--- config.mk ---
export PLATFORM = sky130hd
export DESIGN_NAME = teclado_filtro
export DESIGN_NICKNAME = d
export VERILOG_FILES = /design/src/rtl/teclado_filtro.sv
export SDC_FILE = /design/constraint.sdc
export NUM_CORES = 1
export LEC_CHECK = 0
export BUFFER_PORTS_ARGS = -buffer_cell sky130_fd_sc_hd__buf_2
export CORE_MARGIN = 5
export CORE_UTILIZATION = 50
export CTS_CLUSTER_SIZE = 14
export DETAILED_ROUTE_END_ITERATION = 6
export PLACE_DENSITY = 0.72
export SLEW_MARGIN = 20
export SYNTH_ARGS = -nofsm -noshare
export SYNTH_HDL_FRONTEND = slang
export SYNTH_SLANG_ARGS = --single-unit
--- constraint.sdc ---
create_clock -name clock -period 3.2 [get_ports clock]
set_input_delay 0.16 -clock clock [delete_from_list [all_inputs] [get_ports clock]]
set_output_delay 0.16 -clock clock [all_outputs]
set_load 0.02 [all_outputs]
--- src/rtl/teclado_filtro.sv ---
`default_nettype none
// ============================================================================
// Module   : teclado_filtro
// Purpose  : DigiLock keypad front-end: sync, debounce, multi-key rejection,
//            4-digit BCD code assembly with pronto/consumido handshake.
// Revision : 1.0  initial release
// ============================================================================
module teclado_filtro #(
    parameter int DEBOUNCE = 4
) (
    input  logic        clock,
    input  logic        reset_n,
    input  logic [9:0]  codificador,
    input  logic        consumido,
    output logic [3:0]  digito,
    output logic        tecla_valida,
    output logic        erro_multi,
    output logic [15:0] codigo,
    output logic [2:0]  n_digitos,
    output logic        pronto,
    output logic        descartado
);

    localparam int CW = $clog2(DEBOUNCE + 1);
    localparam logic [CW-1:0] c_cnt_one  = CW'(1);
    localparam logic [CW-1:0] c_cnt_last = CW'(DEBOUNCE - 1);

    localparam logic [1:0] c_ocioso      = 2'd0;
    localparam logic [1:0] c_filtrando   = 2'd1;
    localparam logic [1:0] c_pressionado = 2'd2;
    localparam logic [1:0] c_soltando    = 2'd3;

    logic [9:0]    r_sync1;
    logic [9:0]    r_amostra;
    logic [1:0]    r_state;
    logic [9:0]    r_cand;
    logic [CW-1:0] r_cnt;

    logic [1:0]    w_state_nxt;
    logic [9:0]    w_cand_nxt;
    logic [CW-1:0] w_cnt_nxt;
    logic          w_accept;
    logic          w_one_hot;
    logic [3:0]    w_index;

    always_ff @(posedge clock or negedge reset_n) begin
        if (!reset_n) begin
            r_sync1   <= '0;
            r_amostra <= '0;
        end else begin
            r_sync1   <= codificador;
            r_amostra <= r_sync1;
        end
    end

    always_ff @(posedge clock or negedge reset_n) begin
        if (!reset_n) begin
            r_state <= c_ocioso;
            r_cand  <= '0;
            r_cnt   <= '0;
        end else begin
            r_state <= w_state_nxt;
            r_cand  <= w_cand_nxt;
            r_cnt   <= w_cnt_nxt;
        end
    end

    always_comb begin
        w_state_nxt = r_state;
        w_cand_nxt  = r_cand;
        w_cnt_nxt   = r_cnt;
        w_accept    = 1'b0;
        case (r_state)
            c_ocioso: begin
                if (r_amostra != 10'd0) begin
                    w_cand_nxt  = r_amostra;
                    w_cnt_nxt   = c_cnt_one;
                    w_state_nxt = c_filtrando;
                end
            end
            c_filtrando: begin
                if (r_amostra == 10'd0) begin
                    w_state_nxt = c_ocioso;
                end else if (r_amostra != r_cand) begin
                    w_cand_nxt = r_amostra;
                    w_cnt_nxt  = c_cnt_one;
                end else if (r_cnt == c_cnt_last) begin
                    w_accept    = 1'b1;
                    w_state_nxt = c_pressionado;
                end else begin
                    w_cnt_nxt = r_cnt + c_cnt_one;
                end
            end
            c_pressionado: begin
                if (r_amostra == 10'd0) begin
                    w_cnt_nxt   = c_cnt_one;
                    w_state_nxt = c_soltando;
                end
            end
            c_soltando: begin
                if (r_amostra != 10'd0) begin
                    w_state_nxt = c_pressionado;
                end else if (r_cnt == c_cnt_last) begin
                    w_state_nxt = c_ocioso;
                end else begin
                    w_cnt_nxt = r_cnt + c_cnt_one;
                end
            end
            default: w_state_nxt = c_ocioso;
        endcase
    end

    // cand is never zero when an accept happens, so this only separates 1 bit from >=2
    assign w_one_hot = ((r_cand & (r_cand - 10'd1)) == 10'd0);

    always_comb begin
        w_index = 4'd0;
        for (int i = 0; i < 10; i++) begin
            if (r_cand[i]) begin
                w_index = 4'(i);
            end
        end
    end

    always_ff @(posedge clock or negedge reset_n) begin
        if (!reset_n) begin
            digito       <= '0;
            tecla_valida <= 1'b0;
            erro_multi   <= 1'b0;
        end else begin
            tecla_valida <= w_accept && w_one_hot;
            erro_multi   <= w_accept && !w_one_hot;
            if (w_accept && w_one_hot) begin
                digito <= w_index;
            end
        end
    end

    // Consume takes priority over a digit arriving while the code is full
    always_ff @(posedge clock or negedge reset_n) begin
        if (!reset_n) begin
            codigo     <= '0;
            n_digitos  <= '0;
            pronto     <= 1'b0;
            descartado <= 1'b0;
        end else begin
            descartado <= tecla_valida && pronto;
            if (pronto && consumido) begin
                pronto    <= 1'b0;
                codigo    <= '0;
                n_digitos <= '0;
            end else if (tecla_valida && !pronto) begin
                codigo    <= {codigo[11:0], digito};
                n_digitos <= n_digitos + 3'd1;
                if (n_digitos == 3'd3) begin
                    pronto <= 1'b1;
                end
            end else if (erro_multi && !pronto) begin
                codigo    <= '0;
                n_digitos <= '0;
            end
        end
    end

endmodule
`default_nettype wire

### Yosys cells after proc, flatten, opt, wreduce, memory -nomap -nowiden

Index checks and enable logic that the tools add are counted.
W data, S select, Z words.

* $add $sub $neg: 3
* multiply operators: 0
* div/mod/pow operators: 0
* $lt $le $gt $ge: 0
* equality and inequality tests: 14
* shift operators: 0
* multiplexer cells: 41
* bitwise operators: 1
* reductions and logical operators: 20

Operator list (number)
* $mux W16: 3
* $mux W4: 8
* $mux W10: 3
* $mux W3: 9
* $logic_not A10 Y1: 2
* $pmux W10 S2: 1
* $mux W2: 7
* $pmux W3 S4: 1
* $and A10 B10 Y10: 1
* $ne A10 B10 Y1: 1
* $ne A2 B2 Y1 const B: 5
* $reduce_bool A10 Y1: 1
* $sub A10 B1 Y10 const B: 1
* $ne A3 B3 Y1 const B: 3
* $mux W1: 8
* $pmux W2 S4: 1
* $reduce_and A4 Y1: 2
* $add A3 B1 Y3 const B: 2
* $eq A3 B2 Y1 const B: 2
* $logic_and A1 B1 Y1: 6
* $reduce_bool A2 Y1: 3
* $reduce_and A5 Y1: 1
* $eq A2 B2 Y1 const B: 2
* $reduce_bool A3 Y1: 1
* 4 further kinds: 5

* register bits after elaboration: 62
* bits in latches: 0
* memory bits (writable): 0
* bits in read-only memories: 0
* bits of input ports: 13
* output and inout port bits: 27
* logic and storage cells: 91
* memories: 0

### Depth between registers and ports, before layout

Gate-level depths: netlist (run 1).

* word-level depth: 9
* gate-level depth with buffers: 6
* depth with buffers taken out: 5

### Least setup slack after synthesis (run 1)

OpenSTA, ideal clock, no wires.

* path kind: reg2reg
* from: register r_cand[3]
* to: register digito[1]
* setup time: 0.125 ns
* arrival time: 2.141 ns
* required time: 3.075 ns
* setup slack: 0.934 ns
* cell stages (with the launch flop): 7
* buffers on the path: 1
* clock period less this slack: 2.266 ns
* cell sequence: dfrtp_1 > buf_12 > or4_4 > a2111oi_4 > a21oi_2 > nor4_4 > mux2_4

* longest elaborated chain between the ends: 7
* elaborated cells between the ends (all ways): 15
* classes of those cells: add/sub (1); eq/ne (1); mux (10); bitwise (1); reduce/logical (2)

RTL lines
* start, declared: RTL line 36 `logic [9:0] r_cand;`
* start signal, assigned: RTL line 63 `r_cand <= w_cand_nxt;`
* parallel branches: the longest is 7 deep, another holds $sub A10 B1 Y10
* end signal, assigned: RTL line 134 `digito <= w_index;`
* end, declared: RTL line 15 `output logic [3:0] digito,`

Parallel ways; which one is timed is not known.
A chain may end at the register's enable or synchronous reset.

### Worst setup path in the final report (run 1)

* from: register r_cand[2]
* to: register digito[1]

* longest elaborated chain between the ends: 8
* elaborated cells between the ends (all ways): 16
* classes of those cells: add/sub (1); eq/ne (1); mux (11); bitwise (1); reduce/logical (2)

RTL lines
* parallel branches: the longest is 8 deep, another holds $sub A10 B1 Y10

Parallel ways; which one is timed is not known.

==> metrics.yaml, run 1 <==
cts:
  clk_path_buf_depth: 2
  clock_insertion_delay_worst_skew_ns: 0.33
  postCtsSetupBuffers: 0
  numClockSinks: 62
  cts_tree: "yes"
  tritoncts.num_buffers: 9
  cell_at_the_root_of_the_clock_tree: "clkbuf_8"
  clk_pin_slew_ns: 0.07
  cts_resized: 0
  h-tree-depth: 3
critical_path:
  critPathRequiredTime_ns: 3.41
  worst_setup_path_start_kind: "flip-flop"
  kind_of_critical_path: "flip-flop to flip-flop"
  critical_path.startpoint: "r_cand[2]"
  reg2reg_slack_ns: 0.86
  timing.critical_path.to: "digito[1]"
  critPathArrivalTime_ns: 2.56
  reg2reg_from: "r_cand[2]"
  timing.rr.end: "digito[1]"
  crit_fanout: 8
  worst-r2r-cell-count: 5
  endpoint_kind: "flip-flop"
global_route:
  number_of_global_route_vias_before_repair: 1727
  groute.usage.overall_pct: 16.4
  grt_antenna_before_repair: 0
  grt_pass1_wl_um: 8090
  pin_count_of_the_biggest_net_entering_global_routing: 38
  globalRouteOverflowTotal: 0
synth:
  synthesis.yosys.warnings: 0
  synth-adder-area-share_pct: 1.86
  number_of_enable_type_register_cells_in_the_synthesized_netlist: 0
  ys_seq_area_share_pct: 60.8
  synth_fp_nets: 211
  yosys.cell_types.count: 40
  synth_top_family_by_area: "compound AO/OA/AOI/OAI gates"
  ys.flop_type: "dfrtp_1"
  synth-xor-area-share_pct: 3.43
  synth-compound-area-share_pct: 14.2
  synth_simple_gate_area_share_pct: 10.0
  syn_avg_cell_area_um2: 13.1
  synth.cell_area_mm2: 0.00255
  synthCells: 195
  yosys_register_bits: 62
  yosys-mux-area-fraction_pct: 6.62
  asyncSetResetFlopFracSynth_pct: 100
final_layout:
  nets: 269
  antenna_cells: 0
  seq_area_mm2: 0.00155
  area_growth_pct: 22.1
  fin_area_mm2: 0.00311
  post_route_cells_drive_above_1_share_pct: 29.8
  post-route-util_pct: 61.8
  n_fill_cell: 415
  multiInputGateArea_um2: 927
sta:
  slew_headroom_pct: 48.0
  clock-skew-final_ns: 0.00776
  setup_tns_ns: 0
  max_slew.worst_pin.slew_ns: 0.773
  fmax_ghz: 0.427
  setup_viol: 0
  timing.hold.ws_ns: 0.133
  period_needed_ns: 2.34
  hold_viol_final: 0
  timing.final.crit_share_pct: 73.3
  finalMaxSlewViolations: 0
  rsz0062_at_grt: "false"
route:
  route.met2.wl_um: 2030
  drtPass1Iterations: 4
  post-route-drc-count: 0
  final_antenna_net_count: 0
  top_signal_layer_used: "met4"
  number_of_vias_after_detailed_routing: 1724
  number_of_drc_violations_after_detailed_routing_iteration_0: 69
  wire_per_inst_um: 14.0
  vias_per_cell: 5.26
  wl_met1_um: 2090
  routed_wirelength_um: 4610
  routed-wl-met3_um: 350
die:
  fp.dieH_um: 81.4
  io_pins: 40
  start_util_pct: 50.6
  fp.coreArea_mm2: 0.00504
  row_count: 26
  chipWidth_um: 81.4
  die-area_mm2: 0.00663
placement:
  detailed_place.area_mm2: 0.00281
  portBuffers: 39
  finalWeightedCongestion: 0.856
  hpwlAfterDp_um: 3300
worst_hold_path:
  count_of_cells_along_the_worst_hold_path: 3
  hp-start: "consumido"
  hold_path_class: "input pin to flip-flop"
power:
  leakagePower_nw: 1.51
  power_per_cell_area_mw_per_mm2: 495
  peakVddDrop_mv: 0.320
flow_run:
  drv_cap: 0
status:
  run_status: "finished, final reports clean"
## routing by layer
metal	GRT usage, %	vias to the layer above
met4	8.11	0
met5	0	-
li1	-	830
met3	5.81	14
met2	25.2	57
met1	20.6	823
## stage by stage
| stage | total power, mW | std cells | worst slack (ns) |
|---|---|---|---|
| floorplan | 0.870 | 195 | 0.934 |
| global placement | 0.898 | 301 | 0.916 |
| detailed placement | 0.901 | 301 | 0.880 |
| CTS | 1.56 | 328 | 0.853 |
| global route | 1.62 | 328 | 0.747 |
| finish | 1.54 | 328 | 0.856 |
## cell usage after synthesis, types with 3 or more instances
library cell	instances	share of area, %
clkbuf_1	4	0.59
ha_1	3	1.5
o21ai_0	7	1.4
and2_1	3	0.74
nor4_1	7	1.7
dfrtp_1	62	61
inv_1	8	1.2
nor3_1	4	0.79
nor2_1	7	1.0
mux2_2	11	4.9
a21oi_1	7	1.4
xor2_1	10	3.4
nand2_1	5	0.74
mux2i_1	3	1.2
a22o_1	18	6.2
nor2b_1	3	0.74
nand3_1	6	1.2
nand2b_1	3	0.74
## registers in the layout, summed over array words and instances (netlist names), named ones only
signal / count
tecla_valida: 1
r_sync1: 10
r_amostra: 10
descartado: 1
digito: 4
codigo: 16
r_state: 1
r_cand: 10
r_cnt: 3
n_digitos: 3
pronto: 1
erro_multi: 1
## worst min path at each step
stage,slack (ns),to
global route,0.14,pronto
floorplan,-0.14,asynchronous set/reset pin
global placement,0.19,codigo[13]
finish,0.13,pronto
CTS,0.12,pronto
detailed placement,0.19,codigo[9]
## cell usage in the layout, fill, tap and decap left out, types with 2 or more instances in the layout
| master | instances |
|---|---|
| buf_4 | 3 |
| nor2b_1 | 3 |
| and2_1 | 3 |
| xor2_1 | 10 |
| ha_1 | 3 |
| nor4_1 | 7 |
| clkinv_4 | 2 |
| inv_1 | 8 |
| nor2_1 | 7 |
| nor3_1 | 4 |
| clkinv_2 | 3 |
| mux2_2 | 11 |
| nand2_1 | 5 |
| o21bai_1 | 2 |
| a21oi_1 | 7 |
| a22o_1 | 18 |
| o21ai_0 | 7 |
| mux2i_1 | 3 |
| buf_2 | 39 |
| a31oi_1 | 2 |
| dlygate4sd3_1 | 11 |
| nand2b_1 | 3 |
| dfrtp_1 | 62 |
| clkbuf_8 | 9 |
| nand3_1 | 6 |
## cell type report
| type | instances | area share (%) |
|---|---|---|
| Sequential cell | 62 | 49.8 |
| Multi-Input combinational cell | 119 | 29.8 |
| Timing Repair Buffer | 53 | 10.5 |
| Clock buffer | 10 | 4.10 |
| Tap cell | 70 | 2.81 |
| Clock inverter | 6 | 2.01 |
| Inverter | 8 | 0.964 |
## cells by family (layout without fill, tap and decap cells)
family	after synthesis	in the layout
buffers and inverters	14	77
flip-flops	62	62
adder cells (fa/ha/maj)	4	4
AND/OR/NAND/NOR	44	44
multiplexers	15	15
XOR/XNOR	10	10
AO/OA/AOI/OAI	46	46
## repair_timing
action / CTS / global route
hold buffers: 11 / 0
setup endpoints to repair: 0 / 0
endpoints found under the hold margin: 35 / 0
## critical path: stages (launching register included)
cell	delay, ns
dfrtp_1	0.45
or4_4	0.57
a2111oi_4	0.35
a21oi_2	0.10
nor4_4	0.42
mux2_4	0.33
## report_power, final
group	switching, mW	internal, mW
logic	0.0374	0.0337
clock network	0.288	0.358
registers	0.0206	0.803
total	0.346	1.19
No activity file was read; power rests on OpenSTA's default activity.
==> inputs of run 2 (changes only) <==
clock period = 2.4 ns   (was 3.2 ns; I/O delays follow)
==> metrics.yaml, run 2 (synthesis gave the netlist of run 1 again) <==
die:
  die-area_mm2: 0.00663  # unchanged
  io_pins: 40  # unchanged
  fp.coreArea_mm2: 0.00504  # unchanged
  chipWidth_um: 81.4  # unchanged
  start_util_pct: 50.6  # unchanged
  row_count: 26  # unchanged
  fp.dieH_um: 81.4  # unchanged
placement:
  dp_cells: 305  # +1.3%
  portBuffers: 39  # unchanged
  hpwlAfterDp_um: 3210  # -2.8%
  finalWeightedCongestion: 0.872  # +1.9%
  place_worst_setup_slack_ns: 0.185  # -0.694 ns
route:
  final_antenna_net_count: 0  # unchanged
  number_of_vias_after_detailed_routing: 1749  # +1.5%
  drtPass1Iterations: 4  # unchanged
  post-route-drc-count: 0  # unchanged
  wire_per_inst_um: 13.7  # -2.7%
  routed_wirelength_um: 4540  # -1.5%
  vias_per_cell: 5.27  # +0.23%
  number_of_drc_violations_after_detailed_routing_iteration_0: 79  # +14%
critical_path:
  worst-r2r-cell-count: 5  # unchanged
  crit_fanout: 8  # unchanged
  largest_delay_contributor_family_on_the_critical_path: "simple AND/OR/NAND/NOR gates"
  kind_of_critical_path: "flip-flop to flip-flop"
  endpoint_kind: "flip-flop"
  worst_setup_path_start_kind: "flip-flop"
  worst_path_bufs_invs: 0  # unchanged
  critPathArrivalTime_ns: 2.43  # -0.13 ns
  reg2reg_from: "r_cand[3]"
  reg2reg_slack_ns: 0.18  # -0.68 ns
  critical-path-max-stage-delay_ns: 0.54  # -0.03 ns
  slowest_stage: "or4_4"
  crit_path_cell_trace: "or4_4 > a2111oi_4 > a21oi_2 > nor4_4 > mux2_4"
  critPathRequiredTime_ns: 2.61  # -0.80 ns
  timing.rr.end: "digito[1]"
power:
  power_per_cell_area_mw_per_mm2: 637  # +29%
  peakVddDrop_mv: 0.390  # +22%
  leakagePower_nw: 1.52  # +1.1%
  total_power_mw: 2.01  # +30%
sta:
  fmax_ghz: 0.450  # +5.4%
  period_needed_ns: 2.22  # -0.121 ns
  setup_viol: 0  # unchanged
  timing.final.crit_share_pct: 92.6  # +19 points
  finalMaxSlewViolations: 0  # unchanged
  slew_headroom_pct: 56.1  # +8.1 points
  hold_viol_final: 0  # unchanged
  clock-skew-final_ns: 0.00587  # -0.00189 ns
  max_slew.worst_pin.slew_ns: 0.658  # -0.114 ns
  timing.final.ws_setup_ns: 0.177  # -0.679 ns
  rsz0062_at_grt: "false"
  setup_tns_ns: 0  # unchanged
cts:
  postCtsSetupBuffers: 0  # unchanged
  tritoncts.num_buffers: 9  # unchanged
  cts_tree: "yes"
  h-tree-depth: 3  # unchanged
  numClockSinks: 62  # unchanged
  clock_insertion_delay_worst_skew_ns: 0.32  # about the same
  clk_path_buf_depth: 2  # unchanged
  cts_resized: 0  # unchanged
  cell_at_the_root_of_the_clock_tree: "clkbuf_8"
  clk_pin_slew_ns: 0.07  # about the same
worst_hold_path:
  min_delay_worst_endpoint: "pronto"
  hold_path_class: "input pin to flip-flop"
  hp-start: "consumido"
  count_of_cells_along_the_worst_hold_path: 3  # unchanged
final_layout:
  post_route_cells_drive_above_1_share_pct: 31.3  # +1.5 points
  largest_reg_flops: 16  # unchanged
  area_growth_pct: 23.6
  antenna_cells: 0  # unchanged
  nets: 273  # +1.5%
  top_register: "codigo"
  most-common-layout-cells: "dfrtp_1 (62), buf_2 (39), a22o_1 (18)"
  final_common_cell: "dfrtp_1"
  final_cell_count_no_fill: 332  # +1.2%
global_route:
  number_of_global_route_vias_before_repair: 1704  # -1.3%
  groute.usage.overall_pct: 15.4  # -1.0 points
  grt_antenna_before_repair: 0  # unchanged
  globalRouteOverflowTotal: 0  # unchanged
  grt_pass1_wl_um: 7690  # -4.9%
  pin_count_of_the_biggest_net_entering_global_routing: 35  # -7.9%
status:
  run_status: "finished, final reports clean"
flow_run:
  drv_cap: 0  # unchanged
run 2: cell types whose count changed in the layout (fill, tap and decap cells not counted):
cell | before | now
bufinv_16 | 1 | 0
clkinv_4 | 2 | 1
buf_12 | 0 | 1
clkbuf_1 | 1 | 0
buf_4 | 3 | 6
clkinv_2 | 3 | 2
clkbuf_8 | 9 | 11
clkinvlp_4 | 0 | 2
run 2: cell type report:
type | instances | area (um^2)
tap | 70 | 87.6
clock inverter | 5 | 33.8
multi-input combinational | 119 | 927
inverter | 8 | 30.0
fill | 397 | 1890
sequential | 62 | 1550
clock buffer | 11 | 151
timing repair buffer | 57 | 370
run 2: worst max-delay path by stage:
stage               from        end  depth (start not counted)
2_1_floorplan  r_cand[3]  digito[1]                          6
3_3_place_gp   r_cand[1]  digito[1]                          5
3_5_place_dp   r_cand[1]  digito[1]                          5
4_1_cts        r_cand[1]  digito[1]                          5
5_1_grt        r_cand[3]  digito[2]                          6
6_report       r_cand[3]  digito[1]                          5
run 2: worst register-to-register path, cell delays in order (launching register included):
cell and delay (ns):
dfrtp_1 0.46, or4_4 0.54, a2111oi_4 0.35, a21oi_2 0.10
nor4_4 0.33, mux2_4 0.32
run 2: metal layers:
metal	GRT usage, %	up-vias	share of wire [%]
li1	-	845	-
met1	19.2	840	46
met2	23.6	52	44
met3	3.95	12	6.7
met4	10.3	0	3.3
met5	0	-	0
run 2: repair_timing:
item,in CTS,in global routing
hold endpoints to repair,38,0
setup endpoints to repair,0,0
hold buffers,11,0
run 2: where the power goes:
part / switching, mW / total [mW] / internal [mW]
Clock: 0.381 / 0.809 / 0.428
Sequential: 0.0258 / 1.10 / 1.07
Combinational: 0.0519 / 0.101 / 0.0494
Total: 0.459 / 2.01 / 1.55
run 2: per-stage QoR:
step	util (%)	instance area (um^2)	hold slack [ns]
2_1_floorplan	-	2550	-0.176
3_3_place_gp	56.7	2860	0.188
3_5_place_dp	56.7	2860	0.186
4_1_cts	62.5	3150	0.0769
5_1_grt	62.5	3150	0.0828
6_report	62.5	3150	0.0796
==> inputs of run 3 (changes only) <==
PLACE_DENSITY = 0.81   (was 0.72)
==> metrics.yaml, run 3 (synthesis gave the netlist of run 1 again) <==
worst_hold_path:
  hold_path_class: "input pin to flip-flop"
sta:
  setup_viol: 0  # unchanged
  hold_viol_final: 0  # unchanged
  timing.hold.ws_ns: 0.0816  # +0.00194 ns
  finalMaxSlewViolations: 0  # unchanged
  rsz0062_at_grt: "false"
  timing.final.crit_share_pct: 92.5  # about the same
  max_slew.worst_pin.slew_ns: 0.348  # -0.311 ns
  period_needed_ns: 2.22  # -0.00199 ns
  setup_tns_ns: 0  # unchanged
  slew_headroom_pct: 76.7  # +21 points
  fmax_ghz: 0.450  # about the same
  clock-skew-final_ns: 0.00648  # +0.000608 ns
global_route:
  pin_count_of_the_biggest_net_entering_global_routing: 45  # +29%
  grt_pass1_wl_um: 8100  # +5.4%
  globalRouteOverflowTotal: 0  # unchanged
  groute.usage.overall_pct: 16.7  # +1.3 points
  grt_antenna_before_repair: 0  # unchanged
  number_of_global_route_vias_before_repair: 1771  # +3.9%
die:
  fp.coreArea_mm2: 0.00504  # unchanged
  die-area_mm2: 0.00663  # unchanged
  chipWidth_um: 81.4  # unchanged
  fp.dieH_um: 81.4  # unchanged
  start_util_pct: 50.6  # unchanged
  io_pins: 40  # unchanged
  row_count: 26  # unchanged
final_layout:
  antenna_cells: 0  # unchanged
  top_register: "codigo"
  fin_area_mm2: 0.00318  # +0.95%
  area_growth_pct: 24.8
  n_fill_cell: 400  # +0.76%
  largest_reg_flops: 16  # unchanged
  nets: 275  # +0.73%
  most-common-layout-cells: "dfrtp_1 (62), buf_2 (39), a22o_1 (18)"
  final_common_cell: "dfrtp_1"
  post-route-util_pct: 63.1  # +0.60 points
  final_cell_count_no_fill: 334  # +0.60%
  post_route_cells_drive_above_1_share_pct: 31.4  # +0.14 points
critical_path:
  crit_path_cell_trace: "or4_4 > a2111oi_4 > a21oi_2 > nor4_4 > buf_4 > mux2i_1"
  largest_delay_contributor_family_on_the_critical_path: "simple AND/OR/NAND/NOR gates"
  critical-path-max-stage-delay_ns: 0.58  # +0.04 ns
  endpoint_kind: "flip-flop"
  worst_setup_path_start_kind: "flip-flop"
  slowest_stage: "or4_4"
  worst_path_bufs_invs: 1  # +1
  crit_fanout: 5  # -3
  critPathArrivalTime_ns: 2.48  # +0.05 ns
  kind_of_critical_path: "flip-flop to flip-flop"
  critPathRequiredTime_ns: 2.66  # +0.05 ns
cts:
  clk_path_buf_depth: 2  # unchanged
  cts.hold.buffers_added: 11  # unchanged
  numClockSinks: 62  # unchanged
  tritoncts.num_buffers: 9  # unchanged
  h-tree-depth: 3  # unchanged
  clk_pin_slew_ns: 0.06  # about the same
  cts_tree: "yes"
  cts_resized: 0  # unchanged
  clock_insertion_delay_worst_skew_ns: 0.33  # about the same
  postCtsSetupBuffers: 0  # unchanged
  cell_at_the_root_of_the_clock_tree: "clkbuf_8"
route:
  number_of_vias_after_detailed_routing: 1729  # -1.1%
  routed_wirelength_um: 4790  # +5.5%
  final_antenna_net_count: 0  # unchanged
  wire_per_inst_um: 14.3  # +4.9%
  post-route-drc-count: 0  # unchanged
  vias_per_cell: 5.18  # -1.7%
  drtPass1Iterations: 4  # unchanged
  number_of_drc_violations_after_detailed_routing_iteration_0: 47  # -41%
placement:
  detailed_place.area_mm2: 0.00285  # -0.18%
  dp_cells: 306  # +0.33%
  hpwlAfterDp_um: 3270  # +1.9%
  portBuffers: 39  # unchanged
  finalWeightedCongestion: 0.895  # +2.6%
power:
  leakagePower_nw: 1.55  # +1.6%
  peakVddDrop_mv: 0.517  # +33%
  power_per_cell_area_mw_per_mm2: 661  # +3.8%
flow_run:
  drv_cap: 0  # unchanged
status:
  run_status: "finished, final reports clean"
## run 3: changes by cell type in the layout (fill, tap and decap cells not counted)
cell        previous run  this run
buf_4                  6         8
clkinvlp_4             2         0
bufinv_16              0         1
clkbuf_1               0         1
clkinv_2               2         3
clkinv_4               1         0
## run 3: per-stage QoR
step | setup slack [ns] | total power, mW
floorplan | 0.134 | 1.16
finish | 0.179 | 2.10
detailed placement | 0.175 | 1.20
global placement | 0.249 | 1.20
CTS | 0.159 | 2.13
global route | 0.0626 | 2.20
## run 3: layer usage
layer	share of wire (%)	vias to the layer above	track usage [%]
met5	0	-	0
met4	1.9	0	9.12
met3	7.1	10	5.70
met2	46	52	26.5
met1	45	822	19.8
li1	-	845	-
## run 3: final timing paths
path	end	slack, ns	depth (start not counted)	from
max in group asynchronous	r_sync1[7]	1.52	4	reset_n
min in group asynchronous	r_cand[1]	0.21	2	reset_n
worst min-delay path	pronto	0.08	3	consumido
worst max-delay path	digito[3]	0.18	6	r_cand[1]
worst max register to register	digito[3]	0.18	6	r_cand[1]
worst min register to register	r_amostra[8]	0.35	0	r_sync1[8]
## run 3: area by class of cell
cell class                 instances  area [um^2]  area share [%]
clock buffer                      12          155            4.88
clock inverter                     4         45.0            1.42
inverter                           8         30.0           0.944
multi-input combinational        119          927            29.1
sequential                        62         1550            48.8
tap                               70         87.6            2.75
timing repair buffer              59          385            12.1
## run 3: report_power, final
part           switching (mW)  leakage (nW)  internal, mW
Sequential             0.0259         0.786          1.07
Combinational          0.0551         0.656        0.0516
Clock                   0.368         0.106         0.531
Total                   0.449          1.55          1.65
## run 3: worst register-to-register path: cells and delay by family (launching register included)
family	cells	cell delay, ns
AND/OR/NAND/NOR	2	0.92
AO/OA/AOI/OAI	2	0.44
flip-flops	1	0.42
buffers and inverters	1	0.19
multiplexers	1	0.18
